### config.mk
export PLATFORM = sky130hd
export DESIGN_NAME = clock_monitor
export DESIGN_NICKNAME = d
export VERILOG_FILES = /design/src/rtl/clock_monitor.sv
export SDC_FILE = /design/constraint.sdc
export NUM_CORES = 1
export LEC_CHECK = 0
export CAP_MARGIN = 0
export CORE_MARGIN = 10
export CORE_UTILIZATION = 60
export CTS_CLUSTER_DIAMETER = 150
export DETAILED_ROUTE_END_ITERATION = 8
export GPL_TIMING_DRIVEN = 0
export HOLD_SLACK_MARGIN = 0.06
export PLACE_DENSITY_LB_ADDON = 0.2
export SLEW_MARGIN = 20
export SYNTH_ARGS = -nofsm -noshare
export SYNTH_HDL_FRONTEND = slang
export SYNTH_SLANG_ARGS = --single-unit
### constraint.sdc
create_clock -name clk_in -period 3.5 [get_ports clk_in]
set_input_delay 0.7 -clock clk_in [delete_from_list [all_inputs] [get_ports clk_in]]
set_output_delay 0.7 -clock clk_in [all_outputs]
set_load 0.005 [all_outputs]
### src/rtl/clock_monitor.sv
// clock_monitor: synchronizes clk_mon, emits edge pulses, measures its period in clk_in cycles
// and flags a stalled clk_mon.
module clock_monitor #(
  parameter int SYNC_STAGES = 2,
  parameter int CNT_WIDTH = 16,
  parameter int TIMEOUT = 1000
) (
  input  logic                 clk_in,
  input  logic                 rst,
  input  logic                 clk_mon,
  output logic                 rise_pulse,
  output logic                 fall_pulse,
  output logic [CNT_WIDTH-1:0] period,
  output logic                 period_valid,
  output logic [CNT_WIDTH-1:0] edge_count,
  output logic                 timeout
);
  localparam logic [CNT_WIDTH-1:0] LIMIT = CNT_WIDTH'(TIMEOUT);
  logic [SYNC_STAGES-1:0] sync;
  logic hist, have_ref, rise, fall, strobe;
  logic [CNT_WIDTH-1:0] cnt, idle, idle_next;
  always_comb begin
    rise = sync[SYNC_STAGES-1] & ~hist;
    fall = ~sync[SYNC_STAGES-1] & hist;
    strobe = rise & have_ref & ~timeout;
    idle_next = rise ? '0 : (idle == LIMIT ? idle : idle + 1'b1);
  end
  // cnt reads 1 in the rise_pulse cycle, so at the next rise it equals the distance.
  always_ff @(posedge clk_in or posedge rst)
    if (rst) begin
      sync <= '0;
      hist <= 1'b0;
      rise_pulse <= 1'b0;
      fall_pulse <= 1'b0;
      cnt <= '0;
      idle <= '0;
      have_ref <= 1'b0;
      period <= '0;
      period_valid <= 1'b0;
      edge_count <= '0;
      timeout <= 1'b0;
    end else begin
      sync <= {sync[SYNC_STAGES-2:0], clk_mon};
      hist <= sync[SYNC_STAGES-1];
      rise_pulse <= rise;
      fall_pulse <= fall;
      cnt <= rise ? CNT_WIDTH'(1) : cnt + 1'b1;
      period_valid <= strobe;
      if (strobe) period <= cnt;
      if (rise) have_ref <= 1'b1;
      if (rise) edge_count <= edge_count + 1'b1;
      idle <= idle_next;
      timeout <= idle_next == LIMIT;
    end
endmodule
## After elaboration in Yosys (flattened, before gate mapping)

Cells that the tools add are included.

| word-level totals | value |
|---|---|
| bits in registers | 72 |
| bits of input ports | 3 |
| output and inout port bits | 36 |
| logic and storage cells | 26 |

| operators by class | value |
|---|---|
| $add $sub $neg | 3 |
| equality and inequality tests | 2 |
| multiplexer cells | 3 |
| bitwise operators | 7 |

Operators by type and width:

| operator | number |
|---|---|
| $add A16 B1 Y16 const B | 3 |
| $mux W16 | 3 |
| $eq A16 B10 Y1 const B | 2 |
| $and A1 B1 Y1 | 4 |
| $not A1 Y1 | 3 |

## Depth between registers and ports, before layout

Gate-level depths: netlist of the first run.

| logic depth | value |
|---|---|
| depth in word-level cells | 4 |
| gate-level depth with buffers | 8 |
| depth with buffers taken out | 7 |

## Least setup slack after synthesis of the first run

OpenSTA, ideal clock, no wires.

| timing | value |
|---|---|
| kind | register to register |
| start | reg idle[0] |
| end | reg timeout |
| library setup time | 101 ps |
| arrival | 1,967 ps |
| required time | 3,399 ps |
| path slack | 1,432 ps |
| stages on the path, launching flop included | 9 |
| buffers on the path | 1 |
| clock period less this slack | 2,068 ps |
| cell sequence | dfrtp_1 buf_4 inv_1 ha_1 nor4bb_1 nand4_1 a21oi_1 or4bb_1 nor4_1 |

| between the ends | value |
|---|---|
| word-level cells in the longest chain between the ends | 4 |
| elaborated cells on any way between the ends | 5 |
| classes of those cells | 1 x add/sub; 2 x eq/ne; 2 x mux |

Ends and longest elaborated chain:

| element | RTL line | RTL |
|---|---|---|
| from (decl) | 21 | `logic [CNT_WIDTH-1:0] cnt, idle, idle_next;` |
| from (signal assigned) | 52 | `idle <= idle_next;` |
| $add A16 B1 Y16 / $eq A16 B10 Y1 (equally long branches) | 26 | `idle_next = rise ? '0 : (idle == LIMIT ? idle : idle + 1'b1);` |
| $mux W16 (*) (2 in a row) | 26 |  |
| $eq A16 B10 Y1 (*) | 53 | `timeout <= idle_next == LIMIT;` |
| to (signal assigned) | 41 | `timeout <= 1'b0;` |
| to (signal assigned) | 53 |  |
| to (decl) | 16 | `output logic timeout` |

Every way passes the cells marked *; elsewhere a longest branch is shown, timed or not.
A chain may end at the register's enable or synchronous reset.

## Worst setup path after layout of the first run

| timing | value |
|---|---|
| start | reg idle[1] |
| end | reg timeout |

| between the ends | value |
|---|---|
| word-level cells in the longest chain between the ends | 4 |
| elaborated cells on any way between the ends | 5 |
| classes of those cells | 1 x add/sub; 2 x eq/ne; 2 x mux |

Ends and longest elaborated chain:

| element | RTL line |
|---|---|
| $add A16 B1 Y16 / $eq A16 B10 Y1 (equally long branches) | 26 |
| $mux W16 (*) (2 in a row) | 26 |
| via idle_next[8] | 21 |
| $eq A16 B10 Y1 (*) | 53 |

Mark *: on every way through the listed nets, which the timed path passes. The rest lies on a longest branch.

==> impl_metrics.csv, run 1 <==
group,metric,value,unit
cts,cts.repair.resized,0,
grt,grt_usage,16.04,%
drt,wl_per_cell,15.49,µm
yosys,synth.area.top_cells,"dfrtp_1 55%, xnor2_1 6.6%, mux2_2 5.5%, nor2_1 3.4%, xor2_1 3.2%",
hold_path,hold_start,"sync[0]",
yosys,syn-cell-area,3303,µm²
die,io_pins,39,
cts,cts.path.max_buffers,2,
worst_setup_path,critPathLaunchType,"flop",
grt,grt_pass1_vias,2315,
pwr,finalPower,2.067,mW
yosys,avgSynthCellArea,11.08,µm²
yosys,synth_edf_count,0,
die,coreArea,5238,µm²
finish,fin_nets,355,
drt,ant_nets,0,
yosys,synth_cell_types,47,
yosys,synth_top_area_share,54.55,%
timing,tns,0,ns
cts,holdBufCountCts,0,
yosys,synth_nets,305,
finish,area_growth,21.06,%
die,die_w,94.20,µm
cts,h-tree-depth,3,
finish,drive_gt1_share,13.88,%
pwr,power_density,516.9,nW/µm²
timing,period_needed,2.473,ns
die,die_h,94.20,µm
cts,clock_latency,0.36,ns
worst_setup_path,cp_data_required_time,3.73,ns
drt,top_layer,"met4",
timing,worst_slew_pin_slew,0.6491,ns
yosys,yosysMostFrequentCell,"dfrtp_1",
timing,setup_viol,0,
worst_setup_path,regToRegStartpoint,"idle[1]",
cts,cts-root-buf,"clkbuf_8",
drt,wl_met2,3084,µm
timing,relSlewSlack,56.53,%
grt,grt_pass1_wl,11310,µm
yosys,yosysWarnings,0,
cts,path_clk_slew,0.08,ns
yosys,ys.flop_type,"dfrtp_1",
worst_setup_path,crit_start,"idle[1]",
drt,drt_first_iter_violations,109,
yosys,ys_top_cells_by_count,"72 x dfrtp_1, 30 x nor2_1, 25 x xnor2_1, 24 x nand2_1, 16 x mux2_2",
cts,cts_buffers,9,
drt,wl,6551,µm
worst_setup_path,crit_fanout,7,
die,die_area,8873,µm²
worst_setup_path,worst_setup_path_end_kind,"flop",
finish,utilization,76.35,%
pwr,worst_ir_drop_vdd,0.3499,mV
worst_setup_path,crit_type,"reg -> reg",
grt,grt_overflow_total,0,
place,dp_hpwl,4593,µm
timing,finalCritPeriodShare,70.67,%
drt,m1WireLength,2915,µm
timing,finClkSkew,0.01274,ns
run,cap_violations,0,
drt,detail_route.vias_per_cell,5.577,
pwr,p_leak,1.784,nW
cts,cts.sinks,72,
drt,dr.pass1.iters,4,
yosys,async_flop_share,100.0,%
die,rows,26,
timing,hold_viol,0,
drt,drc,0,
cts,cts_tree,"yes",
yosys,ys_ff_latch,72,
cts,post_cts_buffers,0,
die,start_util,63.07,%
finish,diodes,0,
finish,fillers,351,
timing,fmax,404.3,MHz
place,gp_routability_congestion,0.9342,
worst_setup_path,worstPathArrival,2.70,ns
timing,drv_slew,0,
grt,grt_max_degree,44,
grt,antenna_found_initial,0,
yosys,syn_inst,298,
run_status,status,"completed",
timing,rsz0062_at_grt,"false",
drt,wl_met3,431,µm
place,numPortBuffers,38,
hold_path,hp-class,"reg -> reg",
yosys,yosys.area.top_type,"dfrtp_1",
drt,via_count,2359,
yosys,seq_area_frac_synth,54.55,%
-- final cells by class --
type | count | area [µm²] | share of cell area (%)
timing repair buffer | 39 | 400.4 | 10.01
tap | 70 | 87.58 | 2.190
clock inverter | 7 | 81.33 | 2.034
buffer | 11 | 62.56 | 1.564
inverter | 8 | 32.53 | 0.8135
clock buffer | 9 | 123.9 | 3.098
multi-input combinational | 207 | 1409 | 35.23
sequential | 72 | 1802 | 45.06
-- placed cells by master (no fill, tap or decap), types with 2 or more instances in the layout --
cell             count
and2_1               2
mux2_2              16
buf_4                2
clkinv_4             2
nor3_1               9
a21oi_1              9
ha_1                 4
nor2b_1              3
nand2_1             24
and3_1               3
nor2_1              30
nand2b_1             3
clkdlybuf4s50_1     38
nand3_1             13
or4_1                3
clkbuf_8             9
nor4_1               6
nand4_1             12
or3_1                3
inv_1                7
xnor2_1             25
o21ai_0              5
dfrtp_1             72
and4_1               3
clkbuf_1             4
mux2i_1              4
xor2_1              12
clkinvlp_4           3
-- stage by stage --
stage	cells	area [µm²]	hold WS, ns	setup WS [ns]
detailed placement	407	3794	0.3411	1.091
global route	423	3999	0.3700	0.8915
CTS	423	3999	0.3583	1.074
floorplan	298	3303	0.3312	0.9751
global placement	406	3771	0.3362	-0.1409
finish	423	3999	0.3530	1.027
-- metal layers --
metal	vias to the layer above	GRT usage, %
met1	1160	20.58
met3	11	5.356
met5	-	0
met4	0	6.835
met2	50	24.08
li1	1138	-
-- final timing paths --
kind / endpoint / slack (ns) / depth (start not counted)
hold reg to reg: sync[1] / 0.35 / 0
max in group asynchronous: cnt[15] / 2.26 / 3
setup / recovery: timeout / 1.03 / 6
min in group asynchronous: edge_count[11] / 0.70 / 2
setup reg to reg: timeout / 1.03 / 6
hold / removal: sync[1] / 0.35 / 0
-- kinds of logic (layout without fill, tap and decap cells) --
kind of cell | Yosys count | after routing | synth area share [%]
compound gates | 19 | 19 | 3.333
xor+xnor | 37 | 37 | 9.811
fa+ha+maj | 4 | 4 | 1.515
buf+inv | 19 | 74 | 2.802
flops | 72 | 72 | 54.55
mux | 20 | 20 | 6.667
simple gates | 127 | 127 | 21.33
-- where the power goes --
group | internal [mW] | switching [mW]
Sequential | 0.918 | 0.0898
Combinational | 0.210 | 0.175
Clock | 0.336 | 0.339
-- worst max-delay path: stages (launching register included) --
cell and delay (ns):
dfrtp_1 0.47, ha_1 0.33, nand4_1 0.30, or4_1 0.54, a21oi_1 0.21, o21ai_0 0.13, nor4_1 0.36
-- registers in the layout, indices dropped and copies added, names as in the netlist --
name and cells:
idle 16, rise_pulse 1, have_ref 1, edge_count 16
period_valid 1, sync 2, period 16, timeout 1
cnt 16, fall_pulse 1, hist 1
Power figures use the tool's default switching activity.
==> run 2, diff against run 1 <==
--- a/config.mk
+++ b/config.mk
@@ -7,7 +7,7 @@
 export LEC_CHECK = 0
 export CAP_MARGIN = 0
 export CORE_MARGIN = 10
-export CORE_UTILIZATION = 60
+export CORE_UTILIZATION = 55
 export CTS_CLUSTER_DIAMETER = 150
 export DETAILED_ROUTE_END_ITERATION = 8
 export GPL_TIMING_DRIVEN = 0
==> constraint.sdc (replaced) <==
create_clock -name clk_in -period 2.3 [get_ports clk_in]
set_input_delay 0.46 -clock clk_in [delete_from_list [all_inputs] [get_ports clk_in]]
set_output_delay 0.46 -clock clk_in [all_outputs]
set_load 0.005 [all_outputs]
==> run 2 against run 1 <==
  * Combinational power rose by 53%
  * Sequential power up 51%
  * Power increased by 56%
  * Routed wire length is 5.9% higher
  * Critical path type unchanged
  * Critical endpoint unchanged
  * Largest power group unchanged
  * Highest routed layer unchanged
==> impl_metrics.csv, run 2 (synthesized netlist as in run 1, its figures left out) <==
group,metric,value,unit
grt,grt_pass1_wl,11790,µm
finish,fillers,437,
finish,mostFrequentLayoutCells,"71 x dfrtp_1, 38 x clkdlybuf4s50_1, 30 x nor2_1",
worst_setup_path,rrSetupSlack,0.05,ns
drt,via_count,2360,
place,placed_cells,412,
pwr,power_density,794.1,nW/µm²
finish,fin_nets,356,
finish,area_growth,22.99,%
finish,register_area,1803,µm²
drt,wl_met3,371,µm
finish,drive_gt1_share,16.67,%
grt,antenna_found_initial,0,
cts,cts.sinks,72,
finish,diodes,0,
timing,hold_viol,0,
place,numPortBuffers,38,
timing,drv_slew,0,
drt,detail_route.vias_per_cell,5.501,
worst_setup_path,cp_data_required_time,2.54,ns
grt,grt_max_degree,40,
worst_setup_path,crit_fanout,8,
run,cap_violations,0,
timing,rsz0062_at_grt,"true",
drt,wl_met2,3292,µm
timing,finClkSkew,0.007854,ns
cts,clock_latency,0.35,ns
timing,worst_slew_pin_slew,0.4468,ns
drt,wl_per_cell,16.18,µm
cts,path_clk_slew,0.07,ns
hold_path,hp-class,"reg -> reg",
finish,final_common_cell,"dfrtp_1",
grt,grt_overflow_total,0,
grt,grt_pass1_vias,2414,
finish,multiInputGateArea,1438,µm²
worst_setup_path,worstPathArrival,2.49,ns
place,dp_hpwl,4756,µm
timing,period_needed,2.251,ns
die,start_util,56.12,%
finish,fin_cells,429,
timing,relSlewSlack,70.18,%
worst_setup_path,critPathMaxStageDelay,0.55,ns
pwr,p_leak,1.813,nW
drt,m1WireLength,3124,µm
pwr,worst_ir_drop_vdd,0.5274,mV
drt,top_layer,"met4",
timing,timing.hold.ws,0.3507,ns
cts,h-tree-depth,3,
timing,setup_viol,0,
finish,utilization,69.03,%
die,io_pins,39,
die,die_w,97.50,µm
die,die_h,97.50,µm
worst_setup_path,cp_top_family,"simple AND/OR/NAND/NOR gates",
place,gp_routability_congestion,0.9040,
drt,ant_nets,0,
cts,cts_tree,"yes",
pwr,finalPower,3.226,mW
grt,grt_usage,14.79,%
worst_setup_path,cp_num_buf_inv,2,
die,rows,28,
drt,dr.pass1.iters,4,
drt,drt_first_iter_violations,71,
timing,fmax,444.3,MHz
die,die_area,9505,µm²
worst_setup_path,worstPathCellList,"buf_4, inv_1, ha_1, nor4bb_2, nand4_1, a21oi_2, or4bb_1, nor4_2",
worst_setup_path,crit_path_top_delay_cell,"or4bb_1",
timing,finalCritPeriodShare,97.86,%
worst_setup_path,crit_type,"reg -> reg",
cts,cts_buffers,9,
worst_setup_path,critPathLaunchType,"flop",
worst_setup_path,worst_setup_path_end_kind,"flop",
drt,wl,6940,µm
die,coreArea,5886,µm²
cts,cts-root-buf,"clkbuf_8",
cts,cts.path.max_buffers,2,
run_status,status,"completed",
drt,drc,0,
run 2: metal layers:
metal	vias to the layer above	global-route usage, %
met3	12	5.192
met4	0	7.159
met1	1166	18.40
li1	1134	-
met5	-	0
met2	48	22.28
run 2: path summary, 6_finish.rpt:
kind / from / end / depth (start not counted)
max: idle[0] / timeout / 8
min: sync[0] / sync[1] / 0
max reg2reg: idle[0] / timeout / 8
min reg2reg: sync[0] / sync[1] / 0
max in group asynchronous: rst / idle[12] / 3
min in group asynchronous: rst / period[14] / 2
run 2: metrics by stage:
step	TNS, ns	worst slack [ns]	cell area, µm²
after floorplan	0	0.01508	3303
after global placement	-83.30	-1.158	3777
after detailed placement	-1.051	-0.1549	3800
after CTS	0	0.005901	4036
after global routing	-0.1055	-0.1055	4063
final	0	0.04922	4063
run 2: final cells by class:
class	count	share of cell area [%]
sequential	72	44.38
tap	75	2.310
timing repair buffer	41	10.22
clock buffer	9	3.049
multi-input combinational	207	35.39
clock inverter	7	2.341
buffer	10	1.509
inverter	8	0.8007
run 2: report_power, final:
| part | internal (mW) | switching (mW) | total, mW | leakage, nW |
|---|---|---|---|---|
| clock | 0.612 | 0.492 | 1.10 | 0.110 |
| sequential | 1.40 | 0.135 | 1.53 | 0.964 |
| combinational | 0.325 | 0.264 | 0.590 | 0.739 |
run 2: what timing repair did:
item                       in CTS  in global routing
gates resized for setup         3                  7
hold buffers                    0                  0
setup endpoints to repair      10                 32
buffers inserted                1                  1
pin swaps                       2                  2
==> run 3, diff against run 2 <==
--- a/config.mk
+++ b/config.mk
@@ -13,7 +13,6 @@
 export GPL_TIMING_DRIVEN = 0
 export HOLD_SLACK_MARGIN = 0.06
 export PLACE_DENSITY_LB_ADDON = 0.2
-export SLEW_MARGIN = 20
 export SYNTH_ARGS = -nofsm -noshare
 export SYNTH_HDL_FRONTEND = slang
 export SYNTH_SLANG_ARGS = --single-unit
==> run 3 against run 2 <==
  * Critical path depth shrank 3
  * Cell count grew 1.4%
  * Register-to-register slack better by 0.06 ns
  * Global-route usage decreased by 0.26 points
  * Via count up 0.17%
  * Combinational power decreased by 2%
  * Power fell by 2.0%
  * Flip-flop and latch count stayed put
==> impl_metrics.csv, run 3 (synthesized netlist as in run 1, its figures left out) <==
group,metric,value,unit
place,gp_routability_congestion,0.9040,
timing,rsz0062_at_grt,"true",
worst_setup_path,cp_top_family,"simple AND/OR/NAND/NOR gates",
worst_setup_path,worst_setup_path_end_kind,"flop",
cts,clock_latency,0.34,ns
die,start_util,56.12,%
worst_setup_path,crit_path_top_delay_cell,"or4bb_1",
timing,setup_viol,0,
cts,path_clk_slew,0.07,ns
worst_setup_path,reg2reg_to,"timeout",
timing,setup_slack,0.1045,ns
hold_path,hp-class,"reg -> reg",
finish,final_common_cell,"dfrtp_1",
worst_setup_path,worstPathCellList,"nand2b_2, clkbuf_1, inv_1, or4bb_1, nor4_4",
cts,cts.path.max_buffers,2,
timing,tns,0,ns
worst_setup_path,cp_data_required_time,2.55,ns
grt,use_met2,21.72,%
worst_setup_path,endpoint,"timeout",
cts,cts.sinks,72,
cts,cts_buffers,9,
worst_setup_path,reg2reg_depth,5,
die,io_pins,39,
die,coreArea,5886,µm²
drt,drt_first_iter_violations,106,
finish,drive_gt1_share,16.94,%
timing,worst_slew_pin_slew,0.8619,ns
grt,grt_max_degree,73,
timing,finClkSkew,0.009831,ns
timing,finalCritPeriodShare,95.46,%
timing,relSlewSlack,42.54,%
finish,area_growth,23.64,%
worst_setup_path,crit_type,"reg -> reg",
worst_setup_path,crit_fanout,10,
drt,wl,6741,µm
die,die_w,97.50,µm
finish,mostFrequentLayoutCells,"71 x dfrtp_1, 38 x clkdlybuf4s50_1, 30 x nor2_1",
drt,detail_route.vias_per_cell,5.434,
worst_setup_path,worstPathArrival,2.45,ns
finish,fillers,433,
grt,grt_overflow_total,0,
finish,fin_nets,362,
place,pre_cts_slack,-0.1633,ns
timing,drv_slew,0,
drt,via_count,2364,
die,die_area,9505,µm²
place,dp_hpwl,4647,µm
worst_setup_path,worstSetupPathDepth,5,
worst_setup_path,regToRegStartpoint,"sync[1]",
grt,antenna_found_initial,0,
place,numPortBuffers,38,
grt,gr-max-usage-layer,"met2",
cts,cts-root-buf,"clkbuf_8",
grt,use_met1,18.71,%
run_status,status,"completed",
pwr,power_density,774.2,nW/µm²
drt,wl_per_cell,15.50,µm
die,die_h,97.50,µm
worst_setup_path,critPathLaunchType,"flop",
pwr,finalPower,3.162,mW
grt,use_met3,3.983,%
grt,grt_pass1_wl,11680,µm
worst_setup_path,crit_start,"sync[1]",
worst_setup_path,critPathMaxStageDelay,0.61,ns
pwr,worst_ir_drop_vdd,0.4299,mV
cts,holdBufCountCts,0,
hold_path,holdPathStages,0,
drt,ant_nets,0,
finish,diodes,0,
timing,period_needed,2.196,ns
grt,grt_usage,14.53,%
grt,grt_pass1_vias,2401,
pwr,p_leak,1.850,nW
drt,dr.pass1.iters,4,
timing,hold_viol,0,
die,rows,28,
worst_setup_path,rrSetupSlack,0.10,ns
timing,fmax,455.5,MHz
cts,cts_tree,"yes",
worst_setup_path,cp_num_buf_inv,2,
drt,drc,0,
run,cap_violations,0,
cts,h-tree-depth,3,
## run 3: routing by layer
layer  up-vias  wire (µm)
met5         -          0
met4         0        142
met3        14        427
met2        59       3119
met1      1142       3051
li1       1149          -
## run 3: layout make-up
class	instances	area [µm²]	share of cell area [%]
sequential	72	1803	44.15
multi-input combinational	207	1433	35.08
timing repair buffer	46	440.4	10.78
clock buffer	12	165.2	4.044
tap	75	93.84	2.298
buffer	11	65.06	1.593
clock inverter	4	51.30	1.256
inverter	8	32.53	0.7966
## run 3: worst min-delay path by stage
| stage | startpoint | end | slack (ns) |
|---|---|---|---|
| 5_1_grt | sync[0] | sync[1] | 0.36 |
| 6_report | sync[0] | sync[1] | 0.35 |
| 3_3_place_gp | sync[0] | sync[1] | 0.34 |
| 2_1_floorplan | sync[0] | sync[1] | 0.33 |
| 3_5_place_dp | sync[0] | sync[1] | 0.34 |
| 4_1_cts | sync[0] | sync[1] | 0.35 |
## run 3: report_power, final
part | switching [mW] | internal [mW]
Clock | 0.463 | 0.590
Combinational | 0.259 | 0.322
Sequential | 0.130 | 1.40
## run 3: what timing repair did
item                       in CTS  in global routing
setup endpoints to repair      10                 32
setup buffers                   3                  5
pin swaps                       2                  1
gates resized for setup         2                  6
hold endpoints to repair        0                  0
## run 3: worst register-to-register path, cell delays in order, from the launching register on
cell	delay, ns
dfrtp_1	0.42
nand2b_2	0.15
clkbuf_1	0.51
inv_1	0.25
or4bb_1	0.61
nor4_4	0.16
## run 3: metrics by stage
stage / area (µm²) / utilization (%) / hold WS (ns) / instances
floorplan: 3303 / - / 0.3312 / 298
global placement: 3777 / 64.18 / 0.3365 / 411
detailed placement: 3780 / 64.22 / 0.3365 / 411
CTS: 4028 / 68.43 / 0.3539 / 430
global route: 4084 / 69.39 / 0.3566 / 435
finish: 4084 / 69.39 / 0.3505 / 435
